**src/rtl/pdm_pkg.sv**
```systemverilog
// Shared types and constants for the PDM record/playback controller.
package pdm_pkg;

  typedef enum logic [1:0] {
    ST_IDLE   = 2'd0,
    ST_SETTLE = 2'd1,
    ST_RECORD = 2'd2,
    ST_PLAY   = 2'd3
  } pdm_ctrl_state_t;

  localparam int PDM_SAMPLE_BITS = 8;
  localparam int PDM_CLK_HZ      = 100_000_000;
  localparam int PDM_PLAY_HZ     = 25_000;
  localparam int PDM_PLAY_DIV    = PDM_CLK_HZ / PDM_PLAY_HZ;

endpackage

```
**src/rtl/pdm_rate_tick.sv**
```systemverilog
// Free-running divider: one-cycle tick every DIV cycles, DIV cycles after a restart.
module pdm_rate_tick #(
  parameter int DIV = 4000
) (
  input  logic clk,
  input  logic rst_n,
  input  logic restart,
  output logic tick
);

  localparam int CW = (DIV > 1) ? $clog2(DIV) : 1;
  localparam logic [CW-1:0] LAST = CW'(DIV - 1);

  logic [CW-1:0] cnt_r;
  logic          tick_r;

  // Counter and registered tick; the registered tick lands DIV cycles after restart.
  always_ff @(posedge clk or negedge rst_n) begin
    if (!rst_n) begin
      cnt_r  <= {CW{1'b0}};
      tick_r <= 1'b0;
    end else if (restart) begin
      cnt_r  <= {CW{1'b0}};
      tick_r <= 1'b0;
    end else begin
      tick_r <= (cnt_r == LAST);
      cnt_r  <= (cnt_r == LAST) ? {CW{1'b0}} : cnt_r + CW'(1'b1);
    end
  end

  assign tick = tick_r;

endmodule

```
**src/rtl/pdm_record_ctrl.sv**
```systemverilog
// PDM capture sequencer: settle, record into sample RAM, paced playback.
module pdm_record_ctrl
  import pdm_pkg::*;
#(
  parameter int SAMPLE_BITS    = PDM_SAMPLE_BITS,
  parameter int ADDR_BITS      = 4,
  parameter int SETTLE_SAMPLES = 16,
  parameter int PLAY_DIV       = PDM_PLAY_DIV
) (
  input  logic                   clk,
  input  logic                   rst_n,
  input  logic                   start_rec,
  input  logic                   start_play,
  input  logic                   stop,
  output logic                   mic_en,
  input  logic [SAMPLE_BITS-1:0] amplitude,
  input  logic                   amplitude_valid,
  output logic                   mem_we,
  output logic [ADDR_BITS-1:0]   mem_waddr,
  output logic [SAMPLE_BITS-1:0] mem_wdata,
  output logic                   mem_re,
  output logic [ADDR_BITS-1:0]   mem_raddr,
  input  logic [SAMPLE_BITS-1:0] mem_rdata,
  output logic [SAMPLE_BITS-1:0] play_data,
  output logic                   play_valid,
  output logic                   busy,
  output logic                   done,
  output logic [ADDR_BITS:0]     rec_len
);

  localparam int LEN_BITS = ADDR_BITS + 1;
  localparam int SET_BITS = (SETTLE_SAMPLES > 1) ? $clog2(SETTLE_SAMPLES) : 1;
  localparam logic [SET_BITS-1:0]  SETTLE_LAST = SET_BITS'(SETTLE_SAMPLES - 1);
  localparam logic [ADDR_BITS-1:0] LAST_ADDR   = {ADDR_BITS{1'b1}};

  pdm_ctrl_state_t        state_r, state_n;
  logic [LEN_BITS-1:0]    rec_len_r, rec_len_n;
  logic [LEN_BITS-1:0]    rd_idx_r, rd_idx_n;
  logic [SET_BITS-1:0]    settle_cnt_r, settle_cnt_n;
  logic                   mem_we_r, mem_we_n, mem_re_r, mem_re_n;
  logic [ADDR_BITS-1:0]   mem_waddr_r, mem_waddr_n, mem_raddr_r, mem_raddr_n;
  logic [SAMPLE_BITS-1:0] mem_wdata_r, mem_wdata_n, play_data_r, play_data_n;
  logic                   play_valid_r, play_valid_n, done_r, done_n;
  logic                   busy_r, busy_n, mic_en_r, mic_en_n;
  logic                   restart_s, tick_s;

  pdm_rate_tick #(.DIV(PLAY_DIV)) u_play_tick (
    .clk     (clk),
    .rst_n   (rst_n),
    .restart (restart_s),
    .tick    (tick_s)
  );

  // Next-state and next-output logic for the sequencer.
  always_comb begin
    state_n      = state_r;
    rec_len_n    = rec_len_r;
    rd_idx_n     = rd_idx_r;
    settle_cnt_n = settle_cnt_r;
    mem_we_n     = 1'b0;
    mem_waddr_n  = mem_waddr_r;
    mem_wdata_n  = mem_wdata_r;
    mem_re_n     = 1'b0;
    mem_raddr_n  = mem_raddr_r;
    play_data_n  = play_data_r;
    play_valid_n = 1'b0;
    done_n       = 1'b0;
    restart_s    = 1'b0;
    case (state_r)
      ST_IDLE: begin
        if (start_rec) begin
          rec_len_n    = {LEN_BITS{1'b0}};
          settle_cnt_n = {SET_BITS{1'b0}};
          state_n      = (SETTLE_SAMPLES == 0) ? ST_RECORD : ST_SETTLE;
        end else if (start_play) begin
          rd_idx_n  = {LEN_BITS{1'b0}};
          restart_s = 1'b1;
          state_n   = ST_PLAY;
        end else begin
          state_n = ST_IDLE;
        end
      end
      ST_SETTLE: begin
        if (stop) begin
          state_n = ST_IDLE;
          done_n  = 1'b1;
        end else if (amplitude_valid && (settle_cnt_r == SETTLE_LAST)) begin
          state_n = ST_RECORD;
        end else if (amplitude_valid) begin
          settle_cnt_n = settle_cnt_r + SET_BITS'(1'b1);
        end else begin
          settle_cnt_n = settle_cnt_r;
        end
      end
      ST_RECORD: begin
        if (amplitude_valid) begin
          mem_we_n    = 1'b1;
          mem_waddr_n = rec_len_r[ADDR_BITS-1:0];
          mem_wdata_n = amplitude;
          rec_len_n   = rec_len_r + LEN_BITS'(1'b1);
        end else begin
          mem_we_n = 1'b0;
        end
        // Writing the last address ends the take; the index never wraps.
        if (stop || (amplitude_valid && (rec_len_r[ADDR_BITS-1:0] == LAST_ADDR))) begin
          state_n = ST_IDLE;
          done_n  = 1'b1;
        end else begin
          state_n = ST_RECORD;
        end
      end
      ST_PLAY: begin
        if (stop || (rec_len_r == {LEN_BITS{1'b0}})) begin
          state_n = ST_IDLE;
          done_n  = 1'b1;
        end else begin
          // Read data is taken at the edge that closes the mem_re cycle.
          if (mem_re_r) begin
            play_valid_n = 1'b1;
            play_data_n  = mem_rdata;
          end else begin
            play_valid_n = 1'b0;
          end
          if (mem_re_r && (rd_idx_r == rec_len_r)) begin
            state_n = ST_IDLE;
            done_n  = 1'b1;
          end else begin
            state_n = ST_PLAY;
          end
          if (tick_s && (rd_idx_r != rec_len_r)) begin
            mem_re_n    = 1'b1;
            mem_raddr_n = rd_idx_r[ADDR_BITS-1:0];
            rd_idx_n    = rd_idx_r + LEN_BITS'(1'b1);
          end else begin
            mem_re_n = 1'b0;
          end
        end
      end
      default: state_n = ST_IDLE;
    endcase
    busy_n   = (state_n != ST_IDLE);
    mic_en_n = (state_n == ST_SETTLE) || (state_n == ST_RECORD);
  end

  // State and output registers.
  always_ff @(posedge clk or negedge rst_n) begin
    if (!rst_n) begin
      state_r      <= ST_IDLE;
      rec_len_r    <= {LEN_BITS{1'b0}};
      rd_idx_r     <= {LEN_BITS{1'b0}};
      settle_cnt_r <= {SET_BITS{1'b0}};
      mem_we_r     <= 1'b0;
      mem_waddr_r  <= {ADDR_BITS{1'b0}};
      mem_wdata_r  <= {SAMPLE_BITS{1'b0}};
      mem_re_r     <= 1'b0;
      mem_raddr_r  <= {ADDR_BITS{1'b0}};
      play_data_r  <= {SAMPLE_BITS{1'b0}};
      play_valid_r <= 1'b0;
      done_r       <= 1'b0;
      busy_r       <= 1'b0;
      mic_en_r     <= 1'b0;
    end else begin
      state_r      <= state_n;
      rec_len_r    <= rec_len_n;
      rd_idx_r     <= rd_idx_n;
      settle_cnt_r <= settle_cnt_n;
      mem_we_r     <= mem_we_n;
      mem_waddr_r  <= mem_waddr_n;
      mem_wdata_r  <= mem_wdata_n;
      mem_re_r     <= mem_re_n;
      mem_raddr_r  <= mem_raddr_n;
      play_data_r  <= play_data_n;
      play_valid_r <= play_valid_n;
      done_r       <= done_n;
      busy_r       <= busy_n;
      mic_en_r     <= mic_en_n;
    end
  end

  assign mic_en     = mic_en_r;
  assign mem_we     = mem_we_r;
  assign mem_waddr  = mem_waddr_r;
  assign mem_wdata  = mem_wdata_r;
  assign mem_re     = mem_re_r;
  assign mem_raddr  = mem_raddr_r;
  assign play_data  = play_data_r;
  assign play_valid = play_valid_r;
  assign busy       = busy_r;
  assign done       = done_r;
  assign rec_len    = rec_len_r;

endmodule

```
**config.mk**
```make
export PLATFORM = sky130hd
export DESIGN_NAME = pdm_record_ctrl
export DESIGN_NICKNAME = d
export VERILOG_FILES = /design/src/rtl/pdm_pkg.sv /design/src/rtl/pdm_rate_tick.sv /design/src/rtl/pdm_record_ctrl.sv
export SDC_FILE = /design/constraint.sdc
export NUM_CORES = 1
export LEC_CHECK = 0
export CAP_MARGIN = 40
export CORE_ASPECT_RATIO = 0.8
export CORE_UTILIZATION = 55
export DETAILED_ROUTE_END_ITERATION = 12
export HOLD_SLACK_MARGIN = 0.06
export PLACE_DENSITY_LB_ADDON = 0.15
export SLEW_MARGIN = 25
export SYNTH_ARGS = -nofsm -noshare
export SYNTH_HDL_FRONTEND = slang
export SYNTH_HIERARCHICAL = 1
export SYNTH_SLANG_ARGS = --single-unit
```
**constraint.sdc**
```tcl
create_clock -name clk -period 2.7 [get_ports clk]
set_input_delay 0.405 -clock clk [delete_from_list [all_inputs] [get_ports clk]]
set_output_delay 0.405 -clock clk [all_outputs]
set_load 0.01 [all_outputs]
```
* Word-level counts from Yosys, hierarchy flattened
Cells that the tools add are included.
** Storage, ports and cells
- Flip-flop bits (word level) :: 59
- Bits in writable memories :: 0
- Bits in latches :: 0
- Word-level logic and storage cells :: 99
- Memories kept :: 0
- Output and inout port bits :: 35
- Input port bits :: 22
- ROM bits :: 0
** Operators by class
- Add/subtract/negate cells :: 4
- Equality and inequality tests :: 19
- Divide/modulo/power cells :: 0
- Bitwise logic cells :: 1
- Mux-type cells :: 40
- $lt $le $gt $ge :: 0
- $mul :: 0
- Shifts and indexed selects :: 0
- Reduce and logical (&&, ||, !) cells :: 19
** Operator list (number)
- $mux W5 :: 6
- $mux W12 :: 2
- $pmux W5 S2 :: 2
- $ne A2 B2 Y1 const B :: 9
- $mux W1 :: 16
- $mux W4 :: 4
- $mux W2 :: 7
- $add A12 B1 Y12 const B :: 1
- $eq A12 B12 Y1 const B :: 1
- $add A5 B1 Y5 const B :: 2
- $reduce_and A5 Y1 :: 2
- $reduce_and A3 Y1 :: 3
- $eq A4 B4 Y1 const B :: 2
- $pmux W2 S4 :: 1
- $pmux W4 S2 :: 1
- $reduce_bool A2 Y1 :: 4
- $eq A2 B2 Y1 const B :: 3
- $eq A5 B5 Y1 :: 1
- $logic_not A5 Y1 :: 1
- $ne A5 B5 Y1 :: 1
- $add A4 B1 Y4 const B :: 1
- $eq A2 B1 Y1 const B :: 2
- $logic_and A1 B1 Y1 :: 4
- $logic_or A1 B1 Y1 :: 3
- 4 further kinds :: 4

* Logic depth before layout (Yosys ltp)
- Word-level depth :: 7
- Depth in mapped cells :: 8

* Cells and area by module
Netlist, hierarchy kept.
** By module, submodules not included
- pdm_record_ctrl :: area an instance 2114.5 µm², cells each 176, instances 1, seq. area each 1151.1 µm²
- pdm_rate_tick :: area an instance 638.1 µm², cells each 60, instances 1, seq. area each 325.3 µm²

* Worst setup path after synthesis
OpenSTA, ideal clock, no wires.
- Path kind :: register to register
- Start point :: register rec_len_r[0], in the netlist rec_len[0]
- End point :: register play_data_r[0], in the netlist play_data[0]
- Buffers on the path :: 1
- Required time :: 2.575 ns
- Path slack :: 0.783 ns
- Library setup time :: 0.125 ns
- Period minus slack after synthesis :: 1.917 ns
- Stages on the path, launching flop included :: 8
- Arrival :: 1.793 ns
- Cells stage by stage :: dfrtp_1 -> inv_1 -> ha_1 -> nor4b_4 -> nor3_2 -> and2_1 -> buf_4 -> mux2_2
** Between the ends
- Cells in the longest elaborated chain, start to end :: 4
** Ends and longest elaborated chain
- start, declared :: line pdm_record_ctrl.sv:37 : logic [LEN_BITS-1:0] rec_len_r, rec_len_n;
- start signal, assigned :: line pdm_record_ctrl.sv:149 : rec_len_r <= {LEN_BITS{1'b0}};
- start signal, assigned :: line pdm_record_ctrl.sv:164 : rec_len_r <= rec_len_n;
- $logic_not A5 Y1 :: line pdm_record_ctrl.sv:113 : if (stop || (rec_len_r == {LEN_BITS{1'b0}})) begin
- $logic_or A1 B1 Y1 :: line pdm_record_ctrl.sv:113
- $not A1 Y1 (no source line)
- $reduce_and A3 Y1 (no source line)
- end signal, assigned :: line pdm_record_ctrl.sv:157 : play_data_r <= {SAMPLE_BITS{1'b0}};
- end signal, assigned :: line pdm_record_ctrl.sv:172 : play_data_r <= play_data_n;
- end, declared :: line pdm_record_ctrl.sv:42 : logic [SAMPLE_BITS-1:0] mem_wdata_r, mem_wdata_n, play_data_r, play_data_n;
No other way between the ends.
A chain may end at the register's enable or synchronous reset.

* Final worst setup path
- Start point :: register rec_len_r[0], in the netlist rec_len[0]
- End point :: register play_data_r[2], in the netlist play_data[2]
The elaborated chain is that of the path after synthesis.

==> key figures <==
Run status
  • Status: completed

Routing
  • Via/cell ratio: 5.56
  • Residual DRC: 0
  • Drt wl/cell: between 10 and 15 µm
  • Detailed Route Iter0 Violations: 136
  • Pre-antenna DRT Iters: 4
  • Final antenna-violating net count: 0
  • Via count: 2036
  • DRT Wirelength: around 5500 µm

Yosys
  • Synth Area per Inst: 11.7 µm²
  • Async S/R FF share, synth: 100%
  • Yosys warns: 6
  • EDFF count, synth: 0
  • Count of state elements after synthesis: 59
  • Top FF cell, synth: dfrtp_1
  • Gate Count Post-Synth: 236
  • Unique masters post-synth: between 40 and 50
  • Syn_nets: around 260
  • Seq/Total Area, Yosys: 53.6%
  • Synth area leaders: dfrtp_1 54%, mux2_2 9.8%, ha_1 2.7%, nor2_1 2.3%, a21oi_1 2.0%
  • Post-synth top area share: 53.6%
  • Mapped Area: 2750 µm²
  • Post-synth top area cell: dfrtp_1

Die
  • Placeable Area: 4710 µm²
  • Die height: about 65 µm
  • # IOs: 57
  • Initial Util: 58.5%
  • Die area: between 5000 and 6000 µm²
  • Row cnt: 22
  • Chip Width: 81.1 µm

STA
  • Setup TNS: 0 ns
  • F_max: 495 MHz
  • Final setup vio count: 0
  • Worst Hold Slack: 0.0956 ns
  • Relative slew slack: 54.4%
  • Fin crit period: a little over 2 ns
  • RSZ-0062 raised after global routing: no
  • Slew Limit Fails: 0
  • Final hold violations: 0
  • Final period util: 74.9%
  • Worst Skew: between 0.008 and 0.009 ns
  • Slew @ Worst Pin: 0.684 ns

Final layout
  • Area Growth Syn to Fin: 32.7%
  • Final net count: ~330
  • Finished Core Util: 77.6%
  • Fraction of layout cells with a size suffix above 1: 18.6%
  • Ant. Diodes: 0
  • Final Cell Area: roughly 3700 µm²
  • # fillers: 314

Clock tree
  • Hold-fix buffers, CTS: 0
  • Max clock buf depth: 2
  • Root buffer cell: clkbuf_8
  • Maximum level of the CTS H-tree: 3
  • Clock transition at path regs: 0.07 ns
  • Later-pin clock latency in the skew report: 0.34 ns
  • Post-CTS Resized: 0
  • Total CTS buffers: 9
  • Clock sinks: 59
  • Post-CTS Repair Setup Buffers: 0
  • CTS tree: yes

Worst setup path
  • Crit path launch type: register
  • Crit path required time: 2.92 ns
  • CP Buf/Inv Count: 1
  • Cell family with most CP delay: simple AND/OR/NAND/NOR gates
  • Slowest-stage cell, CP: dfrtp_1
  • CP arrival: 2.25 ns
  • Crit path cell chain: inv_1, ha_1, nor4b_4, nor3_2, and2_1, mux2_2
  • Critical path fanouts, max: 9
  • WS Path Type: reg -> reg
  • Kind of end point of the critical path: register
  • Crit-path max cell delay: 0.48 ns

Global route
  • Total congestion overflow: 0
  • Global Route Usage Sum: between 20% and 30%
  • Initial antenna violation count: 0
  • Wire length of the first global-routing pass: 9470 µm
  • Vias in the first global route: about 2100
  • Pin count of the biggest net entering global routing: 32

Placement
  • Final HPWL DP: 3670 µm
  • Final RePlAce weighted congestion: about 0.80
  • I/O Buffers: 56
  • Post-placement cell area: 3390 µm²

Power
  • Pwr dens: 844 nW/µm²
  • Max IR drop VDD: 0.571 mV
  • Leak: 1.63 nW

Job
  • Max-cap viol count: 0

Min path
  • HP Class: in -> async
-- power breakdown --
| group | leakage (nW) | switching (W) | total, W | internal [W] |
|---|---|---|---|---|
| Clock | 0.133 | 0.000337 | 0.00102 | 0.000687 |
| Sequential | 0.788 | 0.000191 | 0.00125 | 0.00106 |
| Combinational | 0.713 | 0.000366 | 0.000805 | 0.000439 |
-- metal layers --
metal | part of all wire, % | global-route usage [%] | vias up
met3 | 7.1 | 10.6 | 11
met5 | 0 | 0 | -
met2 | 44 | 35.3 | 68
li1 | - | - | 991
met4 | 1.6 | 10.7 | 0
met1 | 47 | 32.6 | 966
-- layout make-up --
| type | instances | area (µm²) | area share [%] |
|---|---|---|---|
| Timing Repair Buffer | 60 | 598 | 16.4 |
| Tap cell | 60 | 75.1 | 2.05 |
| Multi-Input combinational cell | 161 | 1210 | 33.0 |
| Clock inverter | 4 | 95.1 | 2.60 |
| Inverter | 10 | 37.5 | 1.03 |
| Sequential cell | 59 | 1480 | 40.4 |
| Clock buffer | 12 | 165 | 4.52 |
-- flip-flops by register name, summed over array words and instances, names as in the netlist, 2 cells and up --
register,cells
play_data,8
u_play_tick/cnt_r,12
settle_cnt_r,4
mem_raddr,4
rd_idx_r,5
state_r,2
rec_len,5
mem_wdata,8
mem_waddr,4
-- cell families (layout without fill, tap and decap cells) --
group                      after synthesis  count (layout)  share of synthesized area (%)
xor gates and xnor gates                12              12                           3.82
adders and majority gates                6               6                           2.73
DFF                                     59              59                           53.6
AOI/OAI and AO/OA                       44              44                           11.4
muxes                                   25              25                           10.2
and+or+nand+nor                         74              74                           15.7
buffers and inverters                   16              86                           2.55
-- cell usage in the layout (no fill, tap or decap), drive strengths merged, types with 3 or more instances in the layout --
cell type,instances
dfrtp,59
clkdlybuf4s50,55
mux2,24
nor2,17
nand2,13
clkbuf,12
nand3,12
a21oi,12
inv,10
o21ai,9
nand4,8
xnor2,6
xor2,6
ha,6
o31ai,6
buf,5
or3,4
nor3,4
a21o,4
nor3b,3
bufinv,3
or4,3
-- worst paths after layout --
| path | startpoint | endpoint | slack, ns | depth (start not counted) |
|---|---|---|---|---|
| setup reg to reg | rec_len[0]$_DFFE_PN0P_ | play_data[2]$_DFFE_PN0P_ | 0.68 | 6 |
| hold reg to reg | mem_raddr[1]$_DFFE_PN0P_ | mem_raddr[1]$_DFFE_PN0P_ | 0.48 | 2 |
| setup / recovery | rec_len[0]$_DFFE_PN0P_ | play_data[2]$_DFFE_PN0P_ | 0.68 | 6 |
| max in group asynchronous | rst_n | u_play_tick/cnt_r[0]$_DFF_PN0_ | 2.01 | 2 |
| hold / removal | rst_n | settle_cnt_r[2]$_DFFE_PN0P_ | 0.1 | 1 |
| min in group clk | mem_raddr[1]$_DFFE_PN0P_ | mem_raddr[1]$_DFFE_PN0P_ | 0.48 | 2 |
-- synth_stat cells (2+ instances only) --
master     n
a211o_1    2
a211oi_1   2
a21o_1     2
a21o_2     2
a21oi_1   11
and2_1     2
buf_2      2
buf_4      2
clkbuf_1   2
dfrtp_1   59
ha_1       6
inv_1     10
mux2_2    24
nand2_1   13
nand3_1   11
nand4_1    7
nor2_1    17
nor3_1     3
nor3b_1    3
o21ai_0    9
o31ai_1    5
or3_1      4
or4_1      2
xnor2_1    6
xor2_1     6
-- stage by stage --
| step | cells | setup slack [ns] | total power, W |
|---|---|---|---|
| 2_1_floorplan | 236 | 0.783 | 0.00170 |
| 3_3_place_gp | 350 | 0.595 | 0.00205 |
| 3_5_place_dp | 350 | 0.557 | 0.00206 |
| 4_1_cts | 366 | 0.656 | 0.00310 |
| 5_1_grt | 366 | 0.509 | 0.00327 |
| 6_report | 366 | 0.678 | 0.00308 |
No activity file was read; power rests on OpenSTA's default activity.
